**src/rtl/axi4_lite_slave_regs.sv**
```systemverilog
// rtl/axi4_lite_slave_regs.sv - AXI4-Lite slave register bank with strobes, SLVERR decode and write pulses
module axi4_lite_slave_regs #(
   parameter int DATA_WIDTH    = 32,
   parameter int ADDRESS_WIDTH = 32,
   parameter int NUM_REGS      = 16
) (
   input  logic                           aclk,
   input  logic                           aresetn,
   input  logic [ADDRESS_WIDTH-1:0]       s_axi_awaddr,
   input  logic                           s_axi_awvalid,
   output logic                           s_axi_awready,
   input  logic [DATA_WIDTH-1:0]          s_axi_wdata,
   input  logic [DATA_WIDTH/8-1:0]        s_axi_wstrb,
   input  logic                           s_axi_wvalid,
   output logic                           s_axi_wready,
   output logic [1:0]                     s_axi_bresp,
   output logic                           s_axi_bvalid,
   input  logic                           s_axi_bready,
   input  logic [ADDRESS_WIDTH-1:0]       s_axi_araddr,
   input  logic                           s_axi_arvalid,
   output logic                           s_axi_arready,
   output logic [DATA_WIDTH-1:0]          s_axi_rdata,
   output logic [1:0]                     s_axi_rresp,
   output logic                           s_axi_rvalid,
   input  logic                           s_axi_rready,
   output logic [NUM_REGS*DATA_WIDTH-1:0] reg_out,
   output logic [NUM_REGS-1:0]            write_pulse,
   output logic [7:0]                     error_count
);

   localparam int STRB_W = DATA_WIDTH / 8;
   localparam int LSB    = $clog2(STRB_W);
   localparam int IDX_W  = $clog2(NUM_REGS);
   localparam logic [ADDRESS_WIDTH:0] LIMIT = (ADDRESS_WIDTH+1)'(NUM_REGS * STRB_W);
   localparam logic [1:0] RESP_OKAY   = 2'b00;
   localparam logic [1:0] RESP_SLVERR = 2'b10;

   typedef enum logic [1:0] {WrIdle, WrCommit, WrResp} wr_state_e;
   typedef enum logic {RdIdle, RdResp} rd_state_e;

   wr_state_e               wr_state_q, wr_state_d;
   rd_state_e               rd_state_q, rd_state_d;
   logic                    aw_have_q, aw_have_d, w_have_q, w_have_d;
   logic [ADDRESS_WIDTH-1:0] awaddr_q, awaddr_d;
   logic [DATA_WIDTH-1:0]   wdata_q, wdata_d;
   logic [STRB_W-1:0]       wstrb_q, wstrb_d;
   logic                    awready_q, awready_d, wready_q, wready_d;
   logic                    bvalid_q, bvalid_d;
   logic [1:0]              bresp_q, bresp_d;
   logic                    arready_q, arready_d, rvalid_q, rvalid_d;
   logic [DATA_WIDTH-1:0]   rdata_q, rdata_d;
   logic [1:0]              rresp_q, rresp_d;
   logic [NUM_REGS-1:0]     write_pulse_q, write_pulse_d;
   logic [7:0]              error_count_q, error_count_d;
   logic [DATA_WIDTH-1:0]   regs_q [NUM_REGS];

   logic                    aw_hs, w_hs, ar_hs, wr_commit;
   logic                    wr_in_range, rd_in_range, wr_err, rd_err;
   logic [IDX_W-1:0]        wr_idx, rd_idx;
   logic [8:0]              err_sum;

   assign aw_hs       = s_axi_awvalid & awready_q;
   assign w_hs        = s_axi_wvalid & wready_q;
   assign ar_hs       = s_axi_arvalid & arready_q;
   assign wr_in_range = {1'b0, awaddr_q} < LIMIT;
   assign rd_in_range = {1'b0, s_axi_araddr} < LIMIT;
   assign wr_idx      = awaddr_q[LSB +: IDX_W];
   assign rd_idx      = s_axi_araddr[LSB +: IDX_W];

   // Write FSM: gather AW and W in any order, commit for one cycle, then hold B until accepted
   always_comb begin
      wr_state_d = wr_state_q;
      aw_have_d  = aw_have_q;
      w_have_d   = w_have_q;
      awaddr_d   = awaddr_q;
      wdata_d    = wdata_q;
      wstrb_d    = wstrb_q;
      bvalid_d   = bvalid_q;
      bresp_d    = bresp_q;
      wr_commit  = 1'b0;
      case (wr_state_q)
         WrIdle: begin
            if (aw_hs) begin
               aw_have_d = 1'b1;
               awaddr_d  = s_axi_awaddr;
            end
            if (w_hs) begin
               w_have_d = 1'b1;
               wdata_d  = s_axi_wdata;
               wstrb_d  = s_axi_wstrb;
            end
            if (aw_have_d && w_have_d) wr_state_d = WrCommit;
         end
         WrCommit: begin
            wr_commit  = 1'b1;
            bvalid_d   = 1'b1;
            bresp_d    = wr_in_range ? RESP_OKAY : RESP_SLVERR;
            wr_state_d = WrResp;
         end
         WrResp: begin
            if (s_axi_bready) begin
               bvalid_d   = 1'b0;
               aw_have_d  = 1'b0;
               w_have_d   = 1'b0;
               wr_state_d = WrIdle;
            end
         end
         default: wr_state_d = WrIdle;
      endcase
      awready_d = (wr_state_d == WrIdle) && !aw_have_d;
      wready_d  = (wr_state_d == WrIdle) && !w_have_d;
   end

   // Read FSM: sample the register bank at the AR handshake, hold R until accepted
   always_comb begin
      rd_state_d = rd_state_q;
      rvalid_d   = rvalid_q;
      rdata_d    = rdata_q;
      rresp_d    = rresp_q;
      case (rd_state_q)
         RdIdle: begin
            if (ar_hs) begin
               rdata_d    = rd_in_range ? regs_q[rd_idx] : '0;
               rresp_d    = rd_in_range ? RESP_OKAY : RESP_SLVERR;
               rvalid_d   = 1'b1;
               rd_state_d = RdResp;
            end
         end
         RdResp: begin
            if (s_axi_rready) begin
               rvalid_d   = 1'b0;
               rd_state_d = RdIdle;
            end
         end
         default: rd_state_d = RdIdle;
      endcase
      arready_d = (rd_state_d == RdIdle);
   end

   // Write pulse and saturating error counter; simultaneous read and write errors add two
   always_comb begin
      write_pulse_d = '0;
      if (wr_commit && wr_in_range) write_pulse_d[wr_idx] = 1'b1;
      wr_err        = wr_commit & !wr_in_range;
      rd_err        = ar_hs & !rd_in_range;
      err_sum       = {1'b0, error_count_q} + 9'(wr_err) + 9'(rd_err);
      error_count_d = (err_sum > 9'd255) ? 8'hFF : err_sum[7:0];
   end

   // Control and response state registers
   always_ff @(posedge aclk or negedge aresetn) begin
      if (!aresetn) begin
         wr_state_q    <= WrIdle;
         rd_state_q    <= RdIdle;
         aw_have_q     <= 1'b0;
         w_have_q      <= 1'b0;
         awaddr_q      <= '0;
         wdata_q       <= '0;
         wstrb_q       <= '0;
         awready_q     <= 1'b0;
         wready_q      <= 1'b0;
         bvalid_q      <= 1'b0;
         bresp_q       <= 2'b00;
         arready_q     <= 1'b0;
         rvalid_q      <= 1'b0;
         rdata_q       <= '0;
         rresp_q       <= 2'b00;
         write_pulse_q <= '0;
         error_count_q <= '0;
      end else begin
         wr_state_q    <= wr_state_d;
         rd_state_q    <= rd_state_d;
         aw_have_q     <= aw_have_d;
         w_have_q      <= w_have_d;
         awaddr_q      <= awaddr_d;
         wdata_q       <= wdata_d;
         wstrb_q       <= wstrb_d;
         awready_q     <= awready_d;
         wready_q      <= wready_d;
         bvalid_q      <= bvalid_d;
         bresp_q       <= bresp_d;
         arready_q     <= arready_d;
         rvalid_q      <= rvalid_d;
         rdata_q       <= rdata_d;
         rresp_q       <= rresp_d;
         write_pulse_q <= write_pulse_d;
         error_count_q <= error_count_d;
      end
   end

   // Register bank: byte-strobed update on an in-range commit
   always_ff @(posedge aclk or negedge aresetn) begin
      if (!aresetn) begin
         for (int i = 0; i < NUM_REGS; i++) regs_q[i] <= '0;
      end else if (wr_commit && wr_in_range) begin
         for (int b = 0; b < STRB_W; b++) begin
            if (wstrb_q[b]) regs_q[wr_idx][8*b +: 8] <= wdata_q[8*b +: 8];
         end
      end
   end

   genvar gi;
   generate
      for (gi = 0; gi < NUM_REGS; gi++) begin : g_reg_out
         assign reg_out[gi*DATA_WIDTH +: DATA_WIDTH] = regs_q[gi];
      end
   endgenerate

   assign s_axi_awready = awready_q;
   assign s_axi_wready  = wready_q;
   assign s_axi_bvalid  = bvalid_q;
   assign s_axi_bresp   = bresp_q;
   assign s_axi_arready = arready_q;
   assign s_axi_rvalid  = rvalid_q;
   assign s_axi_rdata   = rdata_q;
   assign s_axi_rresp   = rresp_q;
   assign write_pulse   = write_pulse_q;
   assign error_count   = error_count_q;

endmodule
```
**config.mk**
```make
export PLATFORM = sky130hd
export DESIGN_NAME = axi4_lite_slave_regs
export DESIGN_NICKNAME = d
export VERILOG_FILES = /design/src/rtl/axi4_lite_slave_regs.sv
export SDC_FILE = /design/constraint.sdc
export NUM_CORES = 1
export LEC_CHECK = 0
export ABC_AREA = 1
export ABC_CLOCK_PERIOD_IN_PS = 3100
export CORE_MARGIN = 4
export CORE_UTILIZATION = 30
export CTS_CLUSTER_SIZE = 28
export DETAILED_ROUTE_END_ITERATION = 8
export PLACE_DENSITY_LB_ADDON = 0.05
export SLEW_MARGIN = 20
export SYNTH_ARGS = -nofsm -noshare
export SYNTH_HDL_FRONTEND = slang
export SYNTH_SLANG_ARGS = --single-unit
```
**constraint.sdc**
```tcl
create_clock -name aclk -period 3.1 [get_ports aclk]
set_input_delay 0.465 -clock aclk [delete_from_list [all_inputs] [get_ports aclk]]
set_output_delay 0.465 -clock aclk [all_outputs]
set_load 0.01 [all_outputs]
```
==> flow_summary_export.csv, run 1 <==
group,metric,value,unit
power_and_ir_drop,finalPower,25.0,mW
global_routing,first_global_vias,30000,
sta,slew_violations,0,
route,via_per_inst,5.17,
yosys,synth_top_family_by_area,"simple AND/OR/NAND/NOR gates",
layout,nets,4582,
sta,hold_violations,0,
yosys,async_flop_share,100,%
sta,skew,28.4,ps
flow_run,cap_violations,0,
layout,seqCellArea,16200,sq um
route,route.detailed.drc,0,
route,drt-initial-drc-count,3287,
sta,fin_crit_sh,89.3,%
layout,fin_util,41.0,%
yosys,synth-simple-area-share,40.9,%
layout,multi_input_area,13800,sq um
worst_setup_path,rr_worst_depth,9,
clock_network,cts_tree,"done",
yosys,ys_seq_area_share,51.1,%
route,wire_per_inst,26.3,microns
clock_network,clockBufferDepth,3,
clock_network,cts-root-buf,"clkbuf_16",
power_and_ir_drop,p_per_area,587,nW/um^2
yosys,synthMuxAreaShare,1.82,%
sta,worstMarginPinSlew,1120,ps
layout,layoutNonFillerInstCount,5921,
clock_network,clk_pin_slew,60,ps
clock_network,clock_latency,670,ps
floorplanning,chipHeight,333,microns
sta,fin_ws,331,ps
floorplanning,num_rows,118,
placement,gp_congestion,0.839,
yosys,yosysTopAreaCellShare,51.1,%
route,drtPass1Iterations,6,
yosys,netlist_top_cells_count,"nand2_1, nand3_1, dfrtp_1",
worst_setup_path,startpoint_type,"register",
sta,hold_slack,372,ps
yosys,synth.distinct_cells,34,
worst_setup_path,cp-end-kind,"register",
yosys,synth_xor_area_share,0.0831,%
yosys,synth_edf_count,0,
yosys,ys.flop_type,"dfrtp_1",
global_routing,grt_pass1_wl,226000,microns
worst_setup_path,required,3640,ps
layout,design_area,42600,sq um
yosys,yosysMostFrequentCell,"nand2_1",
yosys,syn_avg_cell_area,8.10,sq um
power_and_ir_drop,ir_drop,0.547,mV
status,status,"completed",
global_routing,track_usage,27.5,%
placement,dp.cells,5769,
clock_network,post_cts_resized,0,
layout,drive_gt1_share,8.82,%
yosys,ys_top_cells_by_area,"dfrtp_1, nand2_1, nand3_1",
yosys,netlist_area,31600,sq um
yosys,yosysWarnings,0,
worst_hold_path,hold_class,"input pin to register",
sta,setup_viol,0,
sta,rsz0062_at_grt,"false",
floorplanning,dieArea,111000,sq um
power_and_ir_drop,leakage,20.5,nW
clock_network,cts_sinks,646,
yosys,synth_fa_ha_area_share,0.103,%
floorplanning,io_pins,684,
global_routing,antenna_found_initial,7,
placement,pre_cts_ws,255,ps
sta,fin_tns_setup,0,ps
route,ant_nets,0,
global_routing,grt_max_degree,109,
worst_setup_path,cp.arrival,3310,ps
yosys,synthCells,3902,
floorplanning,core_area,104000,sq um
placement,port_buffers,677,
global_routing,globalRouteOverflowTotal,0,
worst_hold_path,whs_path_depth,3,
clock_network,cts_buffers,81,
floorplanning,start_util,30.4,%
layout,syn_to_final_growth,34.8,%
worst_setup_path,path_class,"register to register",
placement,dpl.hpwl,107000,microns
yosys,yosys.area.top_type,"dfrtp_1",
yosys,synth-seq-cells,646,
yosys,synth_compound_area_share,0.439,%
layout,n_fill_cell,10700,
sta,finalCriticalPeriod,2770,ps
worst_setup_path,crit_path_max_fanout,64,
sta,slew_headroom,25.4,%
floorplanning,die_w,333,microns
route,vias,30600,
sta,max_freq,0.361,GHz
route,wl,156000,microns
clock_network,htreeDepth,3,
placement,post_dp_cell_area,39900,sq um
-- metal layers --
metal  vias to the layer above  routed length, microns  part of all wire [%]  global-route usage, %
met5                         -                      21                 0.013                      0
met3                       204                   11500                   7.4                   5.99
li1                      13900                       -                     -                      -
met1                     15200                   66100                    42                   36.8
met2                      1257                   73700                    47                   44.9
met4                         4                    4620                   3.0                   7.69
-- cell families after synthesis --
logic type      after synthesis
simple gates               2809
flops                       646
buf+inv                     364
mux                          51
compound gates               26
xor+xnor                      3
fa+ha+maj                     2
other cells                   1
-- final timing paths --
path                                  start            to  slack, ps
max reg2reg                    awaddr_q[22]    reg_out[3]        330
min                        s_axi_awaddr[25]  awaddr_q[25]        370
max in group asynchronous           aresetn  reg_out[503]       1720
max                            awaddr_q[22]    reg_out[3]        330
min in group asynchronous           aresetn  reg_out[450]        400
min reg2reg                      rd_state_q  s_axi_rvalid        470
-- cells in the final DEF, fill, tap and decap left out, types with 4 or more instances in the layout --
cell type and n:
clkinv_2 17, clkinv_8 4, clkbuf_1 19, mux2_2 51
nand4_1 13, clkdlybuf4s50_1 672, o21ai_0 4, clkbuf_16 83
a21oi_1 18, clkbuf_8 19, nand3_1 999, diode_2 4
inv_1 42, nor2_8 9, buf_12 31, nand2_1 1652
nand4_4 50, nor2_1 59, buf_4 77, nor2_4 7
inv_2 21, dfrtp_1 645, bufinv_16 5, nor2_2 10
-- where the power goes --
part           internal [mW]  switching, mW  leakage, nW
clock                   5.79           3.99         1.35
sequential              8.94           2.05         8.83
combinational           1.24           3.02         10.3
total                   16.0           9.06         20.5
-- state kept, by name (all words and copies together), names as in the netlist --
register       flops
reg_out          512
wdata_q           32
s_axi_rresp        1
rd_state_q         1
wr_state_q         2
s_axi_arready      1
s_axi_rvalid       1
s_axi_bvalid       1
aw_have_q          1
s_axi_wready       1
write_pulse       16
s_axi_rdata       32
s_axi_bresp        1
w_have_q           1
s_axi_awready      1
awaddr_q          30
wstrb_q            4
error_count        8
-- critical path, cell delays in order, from the launching register on --
cell and delay, ps:
dfrtp_1 370, nor2_1 100, nand2_1 100, nor2_1 120, nand2_1 130, nor2_4 160
buf_12 560, nand4_1 700, nand2_1 200, nand2_1 70
-- final cells by class --
type	count	area share, %
multi-input cells	2893	32.3
diodes	4	0.0235
inverters	66	0.608
clock inverters	26	0.713
well taps	1380	4.05
repair buffers	785	18.7
clock buffers	121	5.65
flip-flops and latches	646	37.9
-- what timing repair did --
action,in CTS,in global routing
buffers inserted,0,0
hold buffers,1,0
hold endpoints to repair,38,0
(Power assumes the default switching activity.)
==> inputs of run 2 (changes only) <==
- ABC_AREA: 1 -> unset
==> flow_summary_export.csv, run 2 <==
group,metric,value,unit
sta,setup_viol,0,
route,wire_per_inst,29.4,microns
global_routing,globalRouteOverflowTotal,0,
route,wl,115000,microns
sta,rsz0062_at_grt,"false",
status,status,"completed",
floorplanning,io_pins,684,
clock_network,post_cts_resized,0,
sta,hold_violations,0,
placement,gp_congestion,0.797,
yosys,ys.flop_type,"dfrtp_1",
global_routing,first_global_vias,21400,
sta,max_freq,0.358,GHz
power_and_ir_drop,p_sw_share,29.7,%
yosys,synth_compound_area_share,3.05,%
flow_run,cap_violations,0,
yosys,netlist_area,29000,sq um
worst_setup_path,cp.arrival,3290,ps
power_and_ir_drop,p_per_area,537,nW/um^2
worst_setup_path,crit_chain,"nor4_1 -> nand4_1 -> buf_12 -> nor4_4 -> buf_4 -> mux2_2",
route,drt-initial-drc-count,1228,
yosys,syn_avg_cell_area,16.3,sq um
sta,slew_headroom,39.6,%
yosys,synth_xor_area_share,0.0603,%
route,drtPass1Iterations,5,
layout,n_fill_cell,8833,
worst_setup_path,crit_path_max_fanout,64,
sta,fin_ws,308,ps
route,ant_nets,0,
placement,post_dp_cell_area,38300,sq um
clock_network,clk_pin_slew,60,ps
worst_setup_path,max_stage_delay,450,ps
yosys,ys_top_cells_by_area,"dfrtp_1, mux2_2, mux4_2",
route,route.detailed.drc,0,
yosys,synth.distinct_cells,41,
floorplanning,chipHeight,319,microns
clock_network,postCtsHoldBufs,1,
worst_setup_path,cp-end-kind,"register",
yosys,ys_seq_area_share,55.7,%
global_routing,grt_pass1_wl,165000,microns
layout,drive_gt1_share,39.7,%
layout,layout_commonest_cell,"clkdlybuf4s50_1",
clock_network,clock_latency,620,ps
power_and_ir_drop,p_seq_share,47.3,%
sta,finalCriticalPeriod,2790,ps
clock_network,cts_sinks,646,
worst_setup_path,cp_num_buf_inv,2,
worst_setup_path,crit_family,"simple AND/OR/NAND/NOR gates",
floorplanning,core_area,95600,sq um
clock_network,cts_buffers,78,
clock_network,cts-root-buf,"clkbuf_16",
yosys,synth-seq-cells,646,
sta,slew_violations,0,
floorplanning,num_rows,113,
power_and_ir_drop,pwr-share-comb,11.6,%
yosys,yosysWarnings,0,
yosys,synth-simple-area-share,6.79,%
yosys,yosysMostFrequentCell,"dfrtp_1",
layout,syn_to_final_growth,40.5,%
clock_network,htreeDepth,3,
power_and_ir_drop,ir_drop,0.466,mV
sta,fin_tns_setup,0,ps
yosys,yosysTopAreaCellShare,55.7,%
sta,fin_crit_sh,90.1,%
yosys,synth_fa_ha_area_share,0.112,%
floorplanning,die_w,319,microns
clock_network,clockBufferDepth,3,
yosys,async_flop_share,100,%
floorplanning,dieArea,102000,sq um
layout,final_cell_mix,"clkdlybuf4s50_1, dfrtp_1, mux2_2, mux4_2, buf_4",
yosys,synth_edf_count,0,
power_and_ir_drop,p_int,15.4,mW
sta,hold_slack,429,ps
floorplanning,start_util,30.4,%
clock_network,cts_tree,"done",
worst_setup_path,path_class,"register to register",
worst_setup_path,startpoint_type,"register",
power_and_ir_drop,pwr-share-clk,41.1,%
worst_hold_path,hold_class,"input pin to asynchronous set/reset pin",
placement,port_buffers,677,
global_routing,antenna_found_initial,3,
yosys,synthMuxAreaShare,32.4,%
clock_network,post_cts_buffers,0,
global_routing,track_usage,22.1,%
yosys,yosys.area.top_type,"dfrtp_1",
layout,design_area,40800,sq um
layout,largest_reg_flops,512,
power_and_ir_drop,p_sw,6.51,mW
yosys,netlist_top_cells_count,"dfrtp_1, mux2_2, mux4_2",
power_and_ir_drop,leakage,18.7,nW
route,vias,19600,
route,via_per_inst,5.03,
worst_setup_path,slowest_stage,"nor4_1",
global_routing,grt_max_degree,71,
sta,skew,32.1,ps
yosys,synthCells,1783,
layout,nets,2680,
placement,dpl.hpwl,83600,microns
placement,pre_cts_ws,38.6,ps
worst_setup_path,required,3600,ps
yosys,synth_top_family_by_area,"multiplexers",
sta,worstMarginPinSlew,903,ps
[run 2: cell count changes in the layout (fill, tap and decap cells not counted), sizes merged, moves of 8 or more]
cell	before	now
nor2b	0	8
mux2	51	579
a22o	0	32
mux4	0	127
a22oi	0	63
nor4	0	76
a21oi	18	9
nand2	1653	50
nor2	85	25
inv	66	9
nand3	1002	11
nand4	65	3
buf	112	142
[run 2: layer usage]
metal  up-vias  GRT usage [%]  wire [microns]
li1       8408              -               -
met1     10500           27.3           46100
met2       585           38.8           58600
met3       141           5.16            6430
met4         0           6.28            3360
met5         -              0               0
[run 2: final timing paths]
check | from | to | slack [ps] | cells after the start
setup / recovery | awaddr_q[24] | reg_out[120] | 310 | 6
hold / removal | aresetn | reg_out[258] | 430 | 2
setup reg to reg | awaddr_q[24] | reg_out[120] | 310 | 6
hold reg to reg | rd_state_q | s_axi_rvalid | 460 | 1
max in group asynchronous | aresetn | awaddr_q[19] | 1680 | 3
min in group aclk | s_axi_wdata[17] | wdata_q[17] | 460 | 2
[run 2: cell type report]
cell class	instances	area (sq um)	share of cell area [%]
clock inverter	22	185	0.454
antenna	4	10.0	0.0245
multi-input combinational	1022	12400	30.3
timing repair buffer	817	8130	19.9
sequential	646	16200	39.6
inverter	6	22.5	0.0552
clock buffer	118	2320	5.70
tap	1265	1580	3.88
[run 2: power by group through the flow]
stage / logic (mW) / clock network, mW / registers (mW)
after global placement: 2.55 / 0 / 10.4
final: 2.53 / 9.01 / 10.4
after detailed placement: 2.58 / 0 / 10.5
after floorplan: 1.85 / 0 / 9.61
after global routing: 2.74 / 9.60 / 10.5
after CTS: 2.59 / 9.31 / 10.3
[run 2: cells by family (layout without fill, tap and decap cells)]
| family | Yosys count | after routing |
|---|---|---|
| muxes | 708 | 708 |
| other | 1 | 6 |
| xor gates and xnor gates | 2 | 2 |
| and+or+nand+nor | 191 | 191 |
| adders and majority gates | 2 | 2 |
| DFF | 646 | 646 |
| AOI/OAI and AO/OA | 117 | 117 |
| buffers and inverters | 116 | 963 |
[run 2: per-stage QoR]
step	std cells	total power [mW]	utilization, %
finish	3900	21.9	42.7
global placement	3755	13.0	40.0
CTS	3896	22.2	42.7
floorplan	1784	11.5	-
global route	3898	22.8	42.7
detailed placement	3755	13.1	40.0
